--- config.mk ---
export PLATFORM = sky130hd
export DESIGN_NAME = tft_frame_reader_flat
export DESIGN_NICKNAME = d
export VERILOG_FILES = /design/src/rtl/tft_pkg.sv /design/src/rtl/tft_frame_reader_if.sv /design/src/rtl/tft_timing_gen.sv /design/src/rtl/tft_frame_reader.sv /design/src/flat_wrapper.sv
export SDC_FILE = /design/constraint.sdc
export NUM_CORES = 1
export LEC_CHECK = 0
export CAP_MARGIN = 20
export CELL_PAD_IN_SITES_DETAIL_PLACEMENT = 0
export CELL_PAD_IN_SITES_GLOBAL_PLACEMENT = 1
export CORE_MARGIN = 5
export CORE_UTILIZATION = 25
export CTS_BUF_LIST = sky130_fd_sc_hd__clkbuf_16
export DETAILED_ROUTE_END_ITERATION = 10
export GPL_TIMING_DRIVEN = 0
export PLACE_DENSITY = 0.59
export RECOVER_POWER = 100
export SYNTH_ARGS = -nofsm -noshare
export SYNTH_HDL_FRONTEND = slang
export SYNTH_HIERARCHICAL = 1
export SYNTH_SLANG_ARGS = --single-unit
export TNS_END_PERCENT = 30
--- constraint.sdc ---
create_clock -name clk -period 2.4 [get_ports clk]
set_clock_uncertainty 0.2 [all_clocks]
set_input_delay 0.24 -clock clk [delete_from_list [all_inputs] [get_ports clk]]
set_output_delay 0.24 -clock clk [all_outputs]
set_load 0.01 [all_outputs]
--- src/rtl/tft_pkg.sv ---
// Shared timing defaults, FSM state type and pixel width for the TFT frame reader.
package tft_pkg;

  localparam int DEF_H_ACTIVE = 480;
  localparam int DEF_H_FP     = 2;
  localparam int DEF_H_SYNC   = 41;
  localparam int DEF_H_BP     = 2;
  localparam int DEF_V_ACTIVE = 272;
  localparam int DEF_V_FP     = 2;
  localparam int DEF_V_SYNC   = 10;
  localparam int DEF_V_BP     = 2;
  localparam int DEF_IMG_W    = 256;
  localparam int DEF_IMG_H    = 256;
  localparam int DEF_X_OFF    = 112;
  localparam int DEF_Y_OFF    = 8;

  function automatic int line_total(input int act, input int fp, input int sync, input int bp);
    return act + fp + sync + bp;
  endfunction

  localparam int H_TOTAL      = line_total(DEF_H_ACTIVE, DEF_H_FP, DEF_H_SYNC, DEF_H_BP);
  localparam int V_TOTAL      = line_total(DEF_V_ACTIVE, DEF_V_FP, DEF_V_SYNC, DEF_V_BP);
  localparam int H_SYNC_START = DEF_H_ACTIVE + DEF_H_FP;
  localparam int H_SYNC_END   = H_SYNC_START + DEF_H_SYNC - 1;
  localparam int V_SYNC_START = DEF_V_ACTIVE + DEF_V_FP;
  localparam int V_SYNC_END   = V_SYNC_START + DEF_V_SYNC - 1;

  localparam int RGB_W = 24;

  typedef enum logic [1:0] {
    IDLE   = 2'd0,
    ACTIVE = 2'd1,
    DRAIN  = 2'd2
  } fsm_e;

endpackage

--- src/rtl/tft_frame_reader_if.sv ---
// Frame-buffer port-B bus: the reader is the master, the BRAM is the slave.
interface tft_frame_reader_if #(
  parameter int ADDR_W = 18
);
  logic              enb_o;
  logic [ADDR_W-1:0] addrb_o;
  logic [7:0]        mem2db_i;

  modport master (output enb_o, output addrb_o, input mem2db_i);
  modport slave  (input enb_o, input addrb_o, output mem2db_i);
endinterface

--- src/rtl/tft_timing_gen.sv ---
// Raster counters plus sync, active, image-window and frame-done flags, all in counter time.
// With BORDER_EN defined an extra flag marks the outermost image rows and columns.
module tft_timing_gen
  import tft_pkg::*;
#(
  parameter int H_ACTIVE = DEF_H_ACTIVE,
  parameter int H_FP     = DEF_H_FP,
  parameter int H_SYNC   = DEF_H_SYNC,
  parameter int H_BP     = DEF_H_BP,
  parameter int V_ACTIVE = DEF_V_ACTIVE,
  parameter int V_FP     = DEF_V_FP,
  parameter int V_SYNC   = DEF_V_SYNC,
  parameter int V_BP     = DEF_V_BP,
  parameter int IMG_W    = DEF_IMG_W,
  parameter int IMG_H    = DEF_IMG_H,
  parameter int X_OFF    = DEF_X_OFF,
  parameter int Y_OFF    = DEF_Y_OFF
) (
  input  logic clk,
  input  logic rst,
  input  logic run,
  output logic active,
  output logic win,
`ifdef BORDER_EN
  output logic border,
`endif
  output logic hsync_n,
  output logic vsync_n,
  output logic frame_start,
  output logic frame_end,
  output logic frame_done
);

  localparam int H_TOT = line_total(H_ACTIVE, H_FP, H_SYNC, H_BP);
  localparam int V_TOT = line_total(V_ACTIVE, V_FP, V_SYNC, V_BP);
  localparam int HW    = $clog2(H_TOT);
  localparam int VW    = $clog2(V_TOT);

  localparam logic [HW-1:0] H_LAST = HW'(H_TOT - 1);
  localparam logic [HW-1:0] H_ACT  = HW'(H_ACTIVE);
  localparam logic [HW-1:0] HS_LO  = HW'(H_ACTIVE + H_FP);
  localparam logic [HW-1:0] HS_HI  = HW'(H_ACTIVE + H_FP + H_SYNC - 1);
  localparam logic [HW-1:0] X_LO   = HW'(X_OFF);
  localparam logic [HW-1:0] X_HI   = HW'(X_OFF + IMG_W - 1);

  localparam logic [VW-1:0] V_LAST     = VW'(V_TOT - 1);
  localparam logic [VW-1:0] V_ACT      = VW'(V_ACTIVE);
  localparam logic [VW-1:0] V_ACT_LAST = VW'(V_ACTIVE - 1);
  localparam logic [VW-1:0] VS_LO      = VW'(V_ACTIVE + V_FP);
  localparam logic [VW-1:0] VS_HI      = VW'(V_ACTIVE + V_FP + V_SYNC - 1);
  localparam logic [VW-1:0] Y_LO       = VW'(Y_OFF);
  localparam logic [VW-1:0] Y_HI       = VW'(Y_OFF + IMG_H - 1);

  logic [HW-1:0] h_cnt;
  logic [VW-1:0] v_cnt;
  logic          in_x;
  logic          in_y;
  logic          h_wrap;

  assign h_wrap = (h_cnt == H_LAST);

  // Counters sit at 0 while idle so the first active clock is always h=v=0.
  always_ff @(posedge clk or posedge rst) begin
    if (rst) begin
      h_cnt <= '0;
      v_cnt <= '0;
    end else if (!run) begin
      h_cnt <= '0;
      v_cnt <= '0;
    end else if (h_wrap) begin
      h_cnt <= '0;
      v_cnt <= (v_cnt == V_LAST) ? '0 : v_cnt + VW'(1);
    end else begin
      h_cnt <= h_cnt + HW'(1);
    end
  end

  always_ff @(posedge clk or posedge rst) begin
    if (rst) frame_done <= 1'b0;
    else     frame_done <= run && h_wrap && (v_cnt == V_ACT_LAST);
  end

  assign in_x        = (h_cnt >= X_LO) && (h_cnt <= X_HI);
  assign in_y        = (v_cnt >= Y_LO) && (v_cnt <= Y_HI);
  assign active      = run && (h_cnt < H_ACT) && (v_cnt < V_ACT);
  assign win         = run && in_x && in_y;
  assign hsync_n     = !(run && (h_cnt >= HS_LO) && (h_cnt <= HS_HI));
  assign vsync_n     = !(run && (v_cnt >= VS_LO) && (v_cnt <= VS_HI));
  assign frame_start = run && (h_cnt == '0) && (v_cnt == '0);
  assign frame_end   = h_wrap && (v_cnt == V_LAST);

`ifdef BORDER_EN
  assign border = win && ((h_cnt == X_LO) || (h_cnt == X_HI) ||
                          (v_cnt == Y_LO) || (v_cnt == Y_HI));
`endif

endmodule

--- src/rtl/tft_frame_reader.sv ---
// Port-B frame-buffer reader: drives 480x272 TFT timing and grayscale-to-RGB pixels.
// Optional macro BORDER_EN paints the outermost image rows/columns white.
module tft_frame_reader
  import tft_pkg::*;
#(
  parameter int ADDR_W   = 18,
  parameter int RD_LAT   = 1,
  parameter int H_ACTIVE = DEF_H_ACTIVE,
  parameter int H_FP     = DEF_H_FP,
  parameter int H_SYNC   = DEF_H_SYNC,
  parameter int H_BP     = DEF_H_BP,
  parameter int V_ACTIVE = DEF_V_ACTIVE,
  parameter int V_FP     = DEF_V_FP,
  parameter int V_SYNC   = DEF_V_SYNC,
  parameter int V_BP     = DEF_V_BP,
  parameter int IMG_W    = DEF_IMG_W,
  parameter int IMG_H    = DEF_IMG_H,
  parameter int X_OFF    = DEF_X_OFF,
  parameter int Y_OFF    = DEF_Y_OFF
) (
  input  logic                 clk,
  input  logic                 rst,
  input  logic                 bram_en_i,
  tft_frame_reader_if.master   bram,
  output logic                 hsync_o,
  output logic                 vsync_o,
  output logic                 de_o,
  output logic [RGB_W-1:0]     rgb_o,
  output logic                 frame_done_o,
  output logic                 busy_o
);

  localparam int DLY = RD_LAT + 1;

  fsm_e              state_q;
  logic              run;
  logic              active;
  logic              win;
  logic              hsync_n;
  logic              vsync_n;
  logic              frame_start;
  logic              frame_end;
  logic              frame_done;
  logic [ADDR_W-1:0] addr_q;
  logic [DLY-1:0]    hs_d;
  logic [DLY-1:0]    vs_d;
  logic [DLY-1:0]    de_d;
  logic [RD_LAT-1:0] win_d;
  logic [RGB_W-1:0]  rgb_q;
`ifdef BORDER_EN
  logic              border;
  logic [RD_LAT-1:0] border_d;
`endif

  assign run = (state_q != IDLE);

  tft_timing_gen #(
    .H_ACTIVE (H_ACTIVE), .H_FP (H_FP), .H_SYNC (H_SYNC), .H_BP (H_BP),
    .V_ACTIVE (V_ACTIVE), .V_FP (V_FP), .V_SYNC (V_SYNC), .V_BP (V_BP),
    .IMG_W    (IMG_W),    .IMG_H (IMG_H), .X_OFF (X_OFF), .Y_OFF (Y_OFF)
  ) u_timing (
    .clk         (clk),
    .rst         (rst),
    .run         (run),
    .active      (active),
    .win         (win),
`ifdef BORDER_EN
    .border      (border),
`endif
    .hsync_n     (hsync_n),
    .vsync_n     (vsync_n),
    .frame_start (frame_start),
    .frame_end   (frame_end),
    .frame_done  (frame_done)
  );

  // Dropping the enable only takes effect at the end of the frame being scanned.
  always_ff @(posedge clk or posedge rst) begin
    if (rst) begin
      state_q <= IDLE;
    end else begin
      case (state_q)
        IDLE:    if (bram_en_i) state_q <= ACTIVE;
        ACTIVE:  if (!bram_en_i) state_q <= frame_end ? IDLE : DRAIN;
        DRAIN: begin
          if (bram_en_i)      state_q <= ACTIVE;
          else if (frame_end) state_q <= IDLE;
        end
        default: state_q <= IDLE;
      endcase
    end
  end

  always_ff @(posedge clk or posedge rst) begin
    if (rst)                      addr_q <= '0;
    else if (!run || frame_start) addr_q <= '0;
    else if (win)                 addr_q <= addr_q + ADDR_W'(1);
  end

  assign bram.enb_o   = win;
  assign bram.addrb_o = win ? addr_q : '0;

  // Syncs and de travel RD_LAT+1 stages; the window flag only RD_LAT, since rgb adds a register.
  always_ff @(posedge clk or posedge rst) begin
    if (rst) begin
      hs_d     <= '1;
      vs_d     <= '1;
      de_d     <= '0;
      win_d    <= '0;
`ifdef BORDER_EN
      border_d <= '0;
`endif
    end else begin
      hs_d     <= DLY'({hs_d, hsync_n});
      vs_d     <= DLY'({vs_d, vsync_n});
      de_d     <= DLY'({de_d, active});
      win_d    <= RD_LAT'({win_d, win});
`ifdef BORDER_EN
      border_d <= RD_LAT'({border_d, border});
`endif
    end
  end

  always_ff @(posedge clk or posedge rst) begin
    if (rst) begin
      rgb_q <= '0;
    end else if (win_d[RD_LAT-1]) begin
`ifdef BORDER_EN
      rgb_q <= border_d[RD_LAT-1] ? {RGB_W{1'b1}} : {3{bram.mem2db_i}};
`else
      rgb_q <= {3{bram.mem2db_i}};
`endif
    end else begin
      rgb_q <= '0;
    end
  end

  assign hsync_o      = hs_d[DLY-1];
  assign vsync_o      = vs_d[DLY-1];
  assign de_o         = de_d[DLY-1];
  assign rgb_o        = rgb_q;
  assign frame_done_o = frame_done;
  assign busy_o       = run;

endmodule

--- src/flat_wrapper.sv ---
// flat-port wrapper written by rule: the top's interface ports become plain ports
module tft_frame_reader_flat import tft_pkg::*;
#(
  parameter int ADDR_W   = 18,
  parameter int RD_LAT   = 1,
  parameter int H_ACTIVE = DEF_H_ACTIVE,
  parameter int H_FP     = DEF_H_FP,
  parameter int H_SYNC   = DEF_H_SYNC,
  parameter int H_BP     = DEF_H_BP,
  parameter int V_ACTIVE = DEF_V_ACTIVE,
  parameter int V_FP     = DEF_V_FP,
  parameter int V_SYNC   = DEF_V_SYNC,
  parameter int V_BP     = DEF_V_BP,
  parameter int IMG_W    = DEF_IMG_W,
  parameter int IMG_H    = DEF_IMG_H,
  parameter int X_OFF    = DEF_X_OFF,
  parameter int Y_OFF    = DEF_Y_OFF
)
  (clk, rst, bram_en_i, hsync_o, vsync_o, de_o, rgb_o, frame_done_o, busy_o, bram_enb_o, bram_addrb_o, bram_mem2db_i);
  tft_frame_reader_if #(.ADDR_W(ADDR_W)) bram_i ();
  input  logic clk;
  input  logic rst;
  input  logic bram_en_i;
  output logic hsync_o;
  output logic vsync_o;
  output logic de_o;
  output logic [RGB_W-1:0] rgb_o;
  output logic frame_done_o;
  output logic busy_o;
  output wire logic [$bits(bram_i.enb_o)-1:0] bram_enb_o;
  output wire logic [$bits(bram_i.addrb_o)-1:0] bram_addrb_o;
  input wire logic [$bits(bram_i.mem2db_i)-1:0] bram_mem2db_i;
  assign bram_enb_o = bram_i.enb_o;
  assign bram_addrb_o = bram_i.addrb_o;
  assign bram_i.mem2db_i = bram_mem2db_i;
  tft_frame_reader #(.ADDR_W(ADDR_W), .RD_LAT(RD_LAT), .H_ACTIVE(H_ACTIVE), .H_FP(H_FP), .H_SYNC(H_SYNC), .H_BP(H_BP), .V_ACTIVE(V_ACTIVE), .V_FP(V_FP), .V_SYNC(V_SYNC), .V_BP(V_BP), .IMG_W(IMG_W), .IMG_H(IMG_H), .X_OFF(X_OFF), .Y_OFF(Y_OFF)) u_core (.clk(clk), .rst(rst), .bram_en_i(bram_en_i), .bram(bram_i), .hsync_o(hsync_o), .vsync_o(vsync_o), .de_o(de_o), .rgb_o(rgb_o), .frame_done_o(frame_done_o), .busy_o(busy_o));
endmodule
* Word level (Yosys, flattened, before mapping)
Cells that the tools add are included.
** Storage, ports and cells
- Word-level logic and storage cells :: 72
- Output and inout port bits :: 48
- Memories :: 0
- Register bits :: 71
- Bits of input ports :: 11
- Bits in latches :: 0
- Bits in read-only memories :: 0
- Memory bits (writable) :: 0
** Cells by class
- Div/mod/pow operators :: 0
- Add/sub/neg operators :: 3
- Shift operators :: 0
- Eq/ne operators :: 9
- Reductions and logical operators :: 25
- Bitwise gates (word level) :: 0
- Magnitude comparators :: 10
- Mux-type cells :: 15
- Multiply operators :: 0
** Operator list (number)
- two-way mux 18 bit :: 3
- two-way mux 9 bit :: 3
- two-way mux 24 bit :: 1
- two-way mux 10 bit :: 2
- adder 18 x 1 -> 18 bit, second input constant :: 1
- equality test 9 bit, second input constant :: 2
- <= comparator 9 bit, second input constant :: 2
- logical AND 1 bit :: 15
- adder 10 x 1 -> 10 bit, second input constant :: 1
- equality test 10 bit, second input constant :: 1
- >= comparator 10 x 7 -> 1 bit, second input constant :: 1
- >= comparator 10 x 9 -> 1 bit, second input constant :: 1
- <= comparator 10 bit, second input constant :: 1
- <= comparator 10 x 9 -> 1 bit, second input constant :: 1
- logical NOT 10 bit :: 1
- less-than comparator 10 x 9 -> 1 bit, second input constant :: 1
- two-way mux 2 bit :: 5
- adder 9 x 1 -> 9 bit, second input constant :: 1
- >= comparator 9 x 4 -> 1 bit, second input constant :: 1
- >= comparator 9 bit, second input constant :: 1
- logical NOT 9 bit :: 1
- less-than comparator 9 bit, second input constant :: 1
- inequality test 2 bit, second input constant :: 3
- one-hot mux 2 bit (3 select lines) :: 1
- 8 further kinds :: 11

* Depth between registers and ports, before layout
- Depth in word-level cells :: 6
- Depth in mapped cells :: 10
- Gate-level depth less buffers :: 8

* Cells and area by module
Netlist, hierarchy kept.
** Modules (own cells, without submodules)
- tft_frame_reader :: area an instance 1651.6 um^2, seq. area each 880.8 um^2, instances 1, cells an instance 163
- tft_timing_gen :: area an instance 1262.5 um^2, seq. area each 500.5 um^2, instances 1, cells an instance 145

* Least setup slack after synthesis
Ideal clock, no wire load.
- Kind :: reg-to-output
- Start point :: register u_core.u_timing.v_cnt[4]
- End point :: output bram_addrb_o[10]
- Stages on the path, launching flop included :: 7
- Path slack :: -278 ps
- Path buffers :: 2
- Data required time :: 1960 ps
- Arrival :: 2238 ps
- Cell sequence :: dfrtp_1 > or4_1 > o31ai_1 > and3_1 > clkbuf_1 > clkbuf_1 > and2_1
** On the way
- Word-level cells in the longest chain between the ends :: 4
- Elaborated cells on any way between the ends :: 5
- Classes of those cells :: order compare (2); mux (1); reduce/logical (2)
** RTL lines
- from (decl) :: RTL line tft_timing_gen.sv:55 : logic [VW-1:0] v_cnt;
- from (signal assigned) :: RTL line tft_timing_gen.sv:72 : v_cnt <= (v_cnt == V_LAST) ? '0 : v_cnt + VW'(1);
- >= comparator 9 x 4 -> 1 bit or <= comparator 9 bit (tied branches) :: RTL line tft_timing_gen.sv:84 : assign in_y = (v_cnt >= Y_LO) && (v_cnt <= Y_HI);
- logical AND 1 bit * :: RTL line tft_timing_gen.sv:84
- logical AND 1 bit * :: RTL line tft_timing_gen.sv:86 : assign win = run && in_x && in_y;
- net bram_enb_o :: RTL line flat_wrapper.sv:30 : output wire logic [$bits(bram_i.enb_o)-1:0] bram_enb_o;
- two-way mux 18 bit * :: RTL line tft_frame_reader.sv:101 : assign bram.addrb_o = win ? addr_q : '0;
- to (decl) :: RTL line flat_wrapper.sv:31 : output wire logic [$bits(bram_i.addrb_o)-1:0] bram_addrb_o;
Mark *: on every way through the listed nets, which the timed path passes. The rest lies on a longest branch.

* Worst setup path after layout
- Start point :: register u_core.u_timing.v_cnt[7]
- End point :: output bram_addrb_o[4]
** On the way
- Word-level cells in the longest chain between the ends :: 4
- Elaborated cells on any way between the ends :: 5
- Classes of those cells :: order compare (2); mux (1); reduce/logical (2)
** RTL lines (RTL line)
- >= comparator 9 x 4 -> 1 bit or <= comparator 9 bit (tied branches) :: tft_timing_gen.sv:84
- logical AND 1 bit * :: tft_timing_gen.sv:84
- logical AND 1 bit * :: tft_timing_gen.sv:86
- two-way mux 18 bit * :: tft_frame_reader.sv:101
Mark *: on every way between the ends. The rest lies on a longest branch, timed or not.

==> qor.csv <==
metric,value,unit
ys_types,44,
cts-root-buf,clkbuf_16,
numCtsBuffers,5,
reg2reg_slack,-0.26,ns
ios,59,
swShare,26.1,%
antenna_cells,0,
hold_ws,0.150,ns
grt_pass1_wl,12800,microns
drive_gt1_share,24.2,%
reg2reg_from,u_core/u_timing/v_cnt[7],
finalCritPeriodShare,113,%
p_int,1.43,mW
clkPwrFrac,36.6,%
numClockSinks,55,
status,"complete, but fails checks",
rows,39,
startpoint_type,flop,
drv_cap,0,
end_kind,primary output,
grt-ovfl-total,0,
timing.rr.end,u_core/addr_q[16],
hold_viol_final,0,
synth_warnings,6,
design_area,3970,sq um
p_switching,508,uW
required,1.96,ns
p_seq_share,50.3,%
setup_slack,-0.316,ns
clkTransAtPathRegs,0.07,ns
gp_congestion,0.789,
fmaxAchievable,368,MHz
slew_viol_final,0,
min_path_cells,0,
ys_ff_latch,55,
timing.setup.critical_path_class,flop to primary output,
wl_met3,250,microns
antenna_found_initial,0,
insertion_delay,0.29,ns
fillers,1199,
worstMarginPinSlew,1.34,ns
vias,2451,
synth_area,2910,sq um
synthToLayoutAreaGrowth,36.3,%
h-tree-depth,2,
finalCriticalPeriod,2.72,ns
syn_inst,308,
violations,negative setup slack,
ir_worst_vdd,292,uV
hp-class,flop to flop,
routed_wl,7280,microns
fin_nets,401,
wl_per_cell,13.8,microns
rsz0062_at_grt,true,
grt_start_max_net_pins,36,
wl_met1,3210,microns
chipWidth,118,microns
syn_area_per_cell,9.46,sq um
synthFlopType,dfrtp_1,
grt_pass1_vias,2464,
r2r_cells,8,
drt_iter0_markers,134,
place_area,3680,sq um
p_comb_share,13.1,%
die_y,118,microns
die-area,13900,sq um
grtUsageTotal,10.8,%
cellLeakagePower,1.77,nW
ys_seq_area_share,47.4,%
power_density,489,nW/um^2
hpwl,5220,microns
detail-route-antenna-nets,0,
top_layer,met4,
coreArea,11400,sq um
critPathMaxFanout,6,
cts_buffer_depth,2,
min_to,u_core/de_d[1],
worstSetupStartpoint,u_core/u_timing/v_cnt[7],
route.met2.wl,3790,microns
routed_via_density,4.64,
cp.arrival,2.28,ns
port_buffers,58,
slew_headroom,10.7,%
first_pass_iters,4,
drc_errors,0,
dp_slack,-0.887,ns
initial_core_util,25.5,%
synth-edff-count,0,
utilization,34.8,%
cts_tree,built,
async_flop_share,100,%
hp-start,u_core/de_d[0],
syn_nets,325,
setup_violations,38,
[critical path, cell delays in order, from the launching register on]
cell and delay [ns]:
dfrtp_1 0.38, or4_4 0.58, o31ai_2 0.25, and3_4 0.27, clkbuf_16 0.15, clkbuf_8 0.13, and2_1 0.11, buf_2 0.12
[cell type report]
class	count	area (sq um)	area share, %
plain buffers	25	196	4.94
inverters	17	66.3	1.67
flip-flops and latches	55	1380	34.8
clock buffers	5	125	3.15
multi-input cells	210	1400	35.1
well taps	143	179	4.50
repair buffers	70	607	15.3
clock inverters	3	20.0	0.504
[kinds of logic after synthesis]
family | after synthesis | share of synthesized area (%)
buffers and inverters | 43 | 7.73
adders and majority gates | 6 | 2.58
DFF | 55 | 47.4
xor gates and xnor gates | 20 | 6.01
AOI/OAI and AO/OA | 39 | 8.12
and+or+nand+nor | 144 | 27.8
muxes | 1 | 0.344
[layer usage]
| metal | global-route usage [%] | vias up |
|---|---|---|
| li1 | - | 1196 |
| met5 | 0 | - |
| met3 | 2.31 | 2 |
| met1 | 13.9 | 1219 |
| met4 | 2.08 | 0 |
| met2 | 18.6 | 34 |
[flip-flops by register name, indices dropped and copies added (netlist names)]
register	flops
u_core/state_q	2
u_core/de_d	2
u_core/u_timing/h_cnt	10
u_core/u_timing/v_cnt	9
u_core/addr_q	18
u_core/hs_d	2
u_core/vs_d	2
u_core/win_d	1
u_core/rgb_o	8
u_core/u_timing/frame_done	1
[cells in the final DEF, fill, tap and decap left out, types with 7 or more instances in the layout]
master / instances
or3_1: 7
nand4_1: 12
dlygate4sd3_1: 30
dfrtp_1: 50
nor2_1: 30
clkdlybuf4s50_1: 9
nor3_1: 7
o21ai_0: 11
and2_1: 16
xnor2_1: 16
nand2_1: 18
a21oi_1: 12
buf_4: 24
inv_1: 15
buf_2: 18
nand3_1: 12
[power groups by stage]
stage	logic [mW]	registers, mW	clock network, mW
5_1_grt	0.286	0.981	0.790
3_5_place_dp	0.232	0.996	0
2_1_floorplan	0.150	0.988	0
4_1_cts	0.248	0.977	0.751
6_report	0.255	0.976	0.711
3_3_place_gp	0.232	0.992	0
[cells in the mapped netlist, types with 4 or more instances]
cell type / n / area (sq um)
or3_1: 7 / 43.8
or4_1: 5 / 37.5
nand3_1: 12 / 60.1
inv_1: 17 / 63.8
nor4_1: 7 / 43.8
clkbuf_1: 6 / 22.5
dfstp_2: 4 / 105
xor2_1: 4 / 35.0
buf_4: 16 / 120
and3_1: 4 / 25.0
o31ai_1: 4 / 30.0
nor2_1: 31 / 116
a21oi_1: 12 / 60.1
nor3_1: 10 / 50.1
and2_1: 23 / 144
nand2_1: 18 / 67.6
dfrtp_1: 51 / 1280
xnor2_1: 16 / 140
o21ai_0: 13 / 65.1
ha_1: 6 / 75.1
a21o_1: 4 / 30.0
nand4_1: 12 / 75.1
[how the worst max path moves through the flow]
stage | endpoint | slack [ns] | depth (start not counted)
floorplan | u_core/addr_q[14] | -0.02 | 7
global placement | bram_addrb_o[10] | -0.82 | 9
detailed placement | bram_addrb_o[9] | -0.89 | 9
CTS | bram_addrb_o[10] | -0.32 | 7
global route | bram_addrb_o[5] | -0.38 | 7
finish | bram_addrb_o[4] | -0.32 | 7
[metrics by stage]
step                      setup TNS [ns]  total power [mW]  std cells
after floorplan                  -0.0395              1.14        308
after global placement            -23.38              1.22        509
after detailed placement          -25.34              1.23        509
after CTS                          -7.32              1.98        525
after global routing              -12.51              2.06        528
final                              -7.87              1.94        528
[what timing repair did]
item	CTS	global route
hold endpoints to repair	0	0
pin swaps	13	7
gates resized for setup	107	8
hold buffers	0	0
gates cloned	2	0
setup endpoints to repair	37	42
buffers inserted	7	3
Power figures use the tool's default switching activity.
==> edit: new RTL, same settings <==
The option `BORDER_EN` is turned on by a define.
--- a/src/rtl/tft_timing_gen.sv
+++ b/src/rtl/tft_timing_gen.sv
@@ -1,5 +1,7 @@
 // Raster counters plus sync, active, image-window and frame-done flags, all in counter time.
 // With BORDER_EN defined an extra flag marks the outermost image rows and columns.
+`define BORDER_EN
+
 module tft_timing_gen
   import tft_pkg::*;
 #(
Behaviour: no difference found for any inputs over 10 cycles, from zero or initial values and one cycle with rst high; that may be too few to reach the edited logic, so the function may still have changed.
==> edit against the unedited design <==
The run still ends with setup timing left. Area after synthesis is 4.2% higher. Final area up 7.8%. Sequential cell count is 1 higher. Power up 5.6%. Worst setup slack gained 0.053 ns. Die area rose by 3.8%. Maximum frequency rose by 2.0%. Clock power is 16% higher. Wire length grew 4.7%. Critical endpoint is now u_core/addr_q[17]$_DFFE_PP0P_. Count of clock-buffer cells in the layout unchanged.
==> edit: results (changes against the unedited design) <==
status - complete, but fails checks
Post-synth top cells - 52 x dfrtp_1, 25 x nor2_1, 21 x nand2_1, 18 x and2_1, 16 x buf_4
H-tree levels - 2 (unchanged)
CP max stage delay - 0.44 ns (-0.14 ns)
final cell count without fillers - 547 (+3.6%)
Cell Count Post-Placement - 520 (+2.2%)
WHS - 0.1494 ns (-0.0007910 ns)
Syn Nets - 332 (+2.2%)
# nets final - 416 (+3.7%)
critical path class - reg2reg
Hold EP - u_core/de_d[1]$_DFF_PP0_
mux share of post-synthesis cell area - 0.003296 (-0.0001387)
WL/cell - 13.93 um (+1.1%)
R2R Path Start - u_core/u_timing/v_cnt[6]$_DFFE_PP0P_
Arr. time, crit path - 2.69 ns (+0.41 ns)
Post-Synth Adder-Cell Area - 0.02472 (-0.001040)
Clock Power - 825 uW (+16%)
reg2reg end - u_core/addr_q[17]$_DFFE_PP0P_
VDD IR max - 0.2461 mV (-16%)
Leak Pwr - 1.896 nW (+7.3%)
via count - 2557 (+4.3%)
Max FO, Critical Path - 5 (-1)
endpoints failing setup - 42 (+11%)
Total GRT Usage - 0.1084 (+0.0004992)
worst slack at placement - -0.9836 ns (-0.09619 ns)
fillers - 1221 (+1.8%)
vias in the first global route - 2439 (-1.0%)
DPL Wire Length - 5330 um (+2.2%)
slowest library cell on the worst path - dfrtp_2
sequential cell area fraction in the yosys report - 0.4631 (-0.01090)
r2r worst-path depth - 9 (+1)
largest net degree at the start of global routing - 37 (+2.8%)
fin worst setup slack - -0.2625 ns (+0.05334 ns)
Int Power - 1.551 mW (+8.1%)
cell count after synthesis - 315 (+2.3%)
first-pass GRT wire length - 12890 um (+1.0%)
compound-cell area share of the yosys netlist - 0.1088 (+0.02763)
Iter 0 DRT Violations - 120 (-10%)
distinct cell type count of the synthesized netlist - 54 (+23%)
root buffer cell - clkbuf_16
TNS Setup - -5.190 ns (+2.676 ns)
DP Area - 0.003830 mm2 (+3.9%)
Final Power - 2.051 mW (+5.6%)
Flop pwr share - 0.483 (-0.020)
gpl congestion - 0.7787 (-1.3%)
share of layout cells above drive strength 1 - 0.2925 (+0.05094)
violated checks - setup timing
synth top area cells - dfrtp_1 43%, xor2_1 4.0%, buf_4 4.0%
Slew HR - 0.06035 (-0.04670)
Synth Area in XOR/XNOR - 0.06345 (+0.003341)
==> edit: cell count changes in the layout (fill, tap and decap cells not counted), moves of 9 or more <==
cell / delta
xor2_1: +9
buf_2: -10
and2_1: -10
and2_4: +10
o21a_1: +9
buf_6: +14
==> edit: area by class of cell <==
type,count,area (um2),share of cell area
Inverter,11,41.29,0.009643
Timing Repair Buffer,78,735.7,0.1718
Clock inverter,3,37.54,0.008767
Buffer,33,225.2,0.05260
Tap cell,147,183.9,0.04296
Multi-Input combinational cell,214,1520,0.3551
Sequential cell,56,1413,0.3299
Clock buffer,5,125.1,0.02922
==> edit: repair_timing <==
item	CTS	global route
setup buffers	12	7
hold buffers	0	0
pin swaps	3	7
setup endpoints to repair	51	56
gates resized for setup	113	26
gates cloned	1	0
==> edit: routing by layer <==
metal | track usage | up-vias | routed length [um]
met5 | 0 | - | 0
met4 | 0.03116 | 0 | 89
met3 | 0.02432 | 7 | 365
met2 | 0.1619 | 60 | 3448
met1 | 0.1572 | 1234 | 3718
li1 | - | 1256 | -
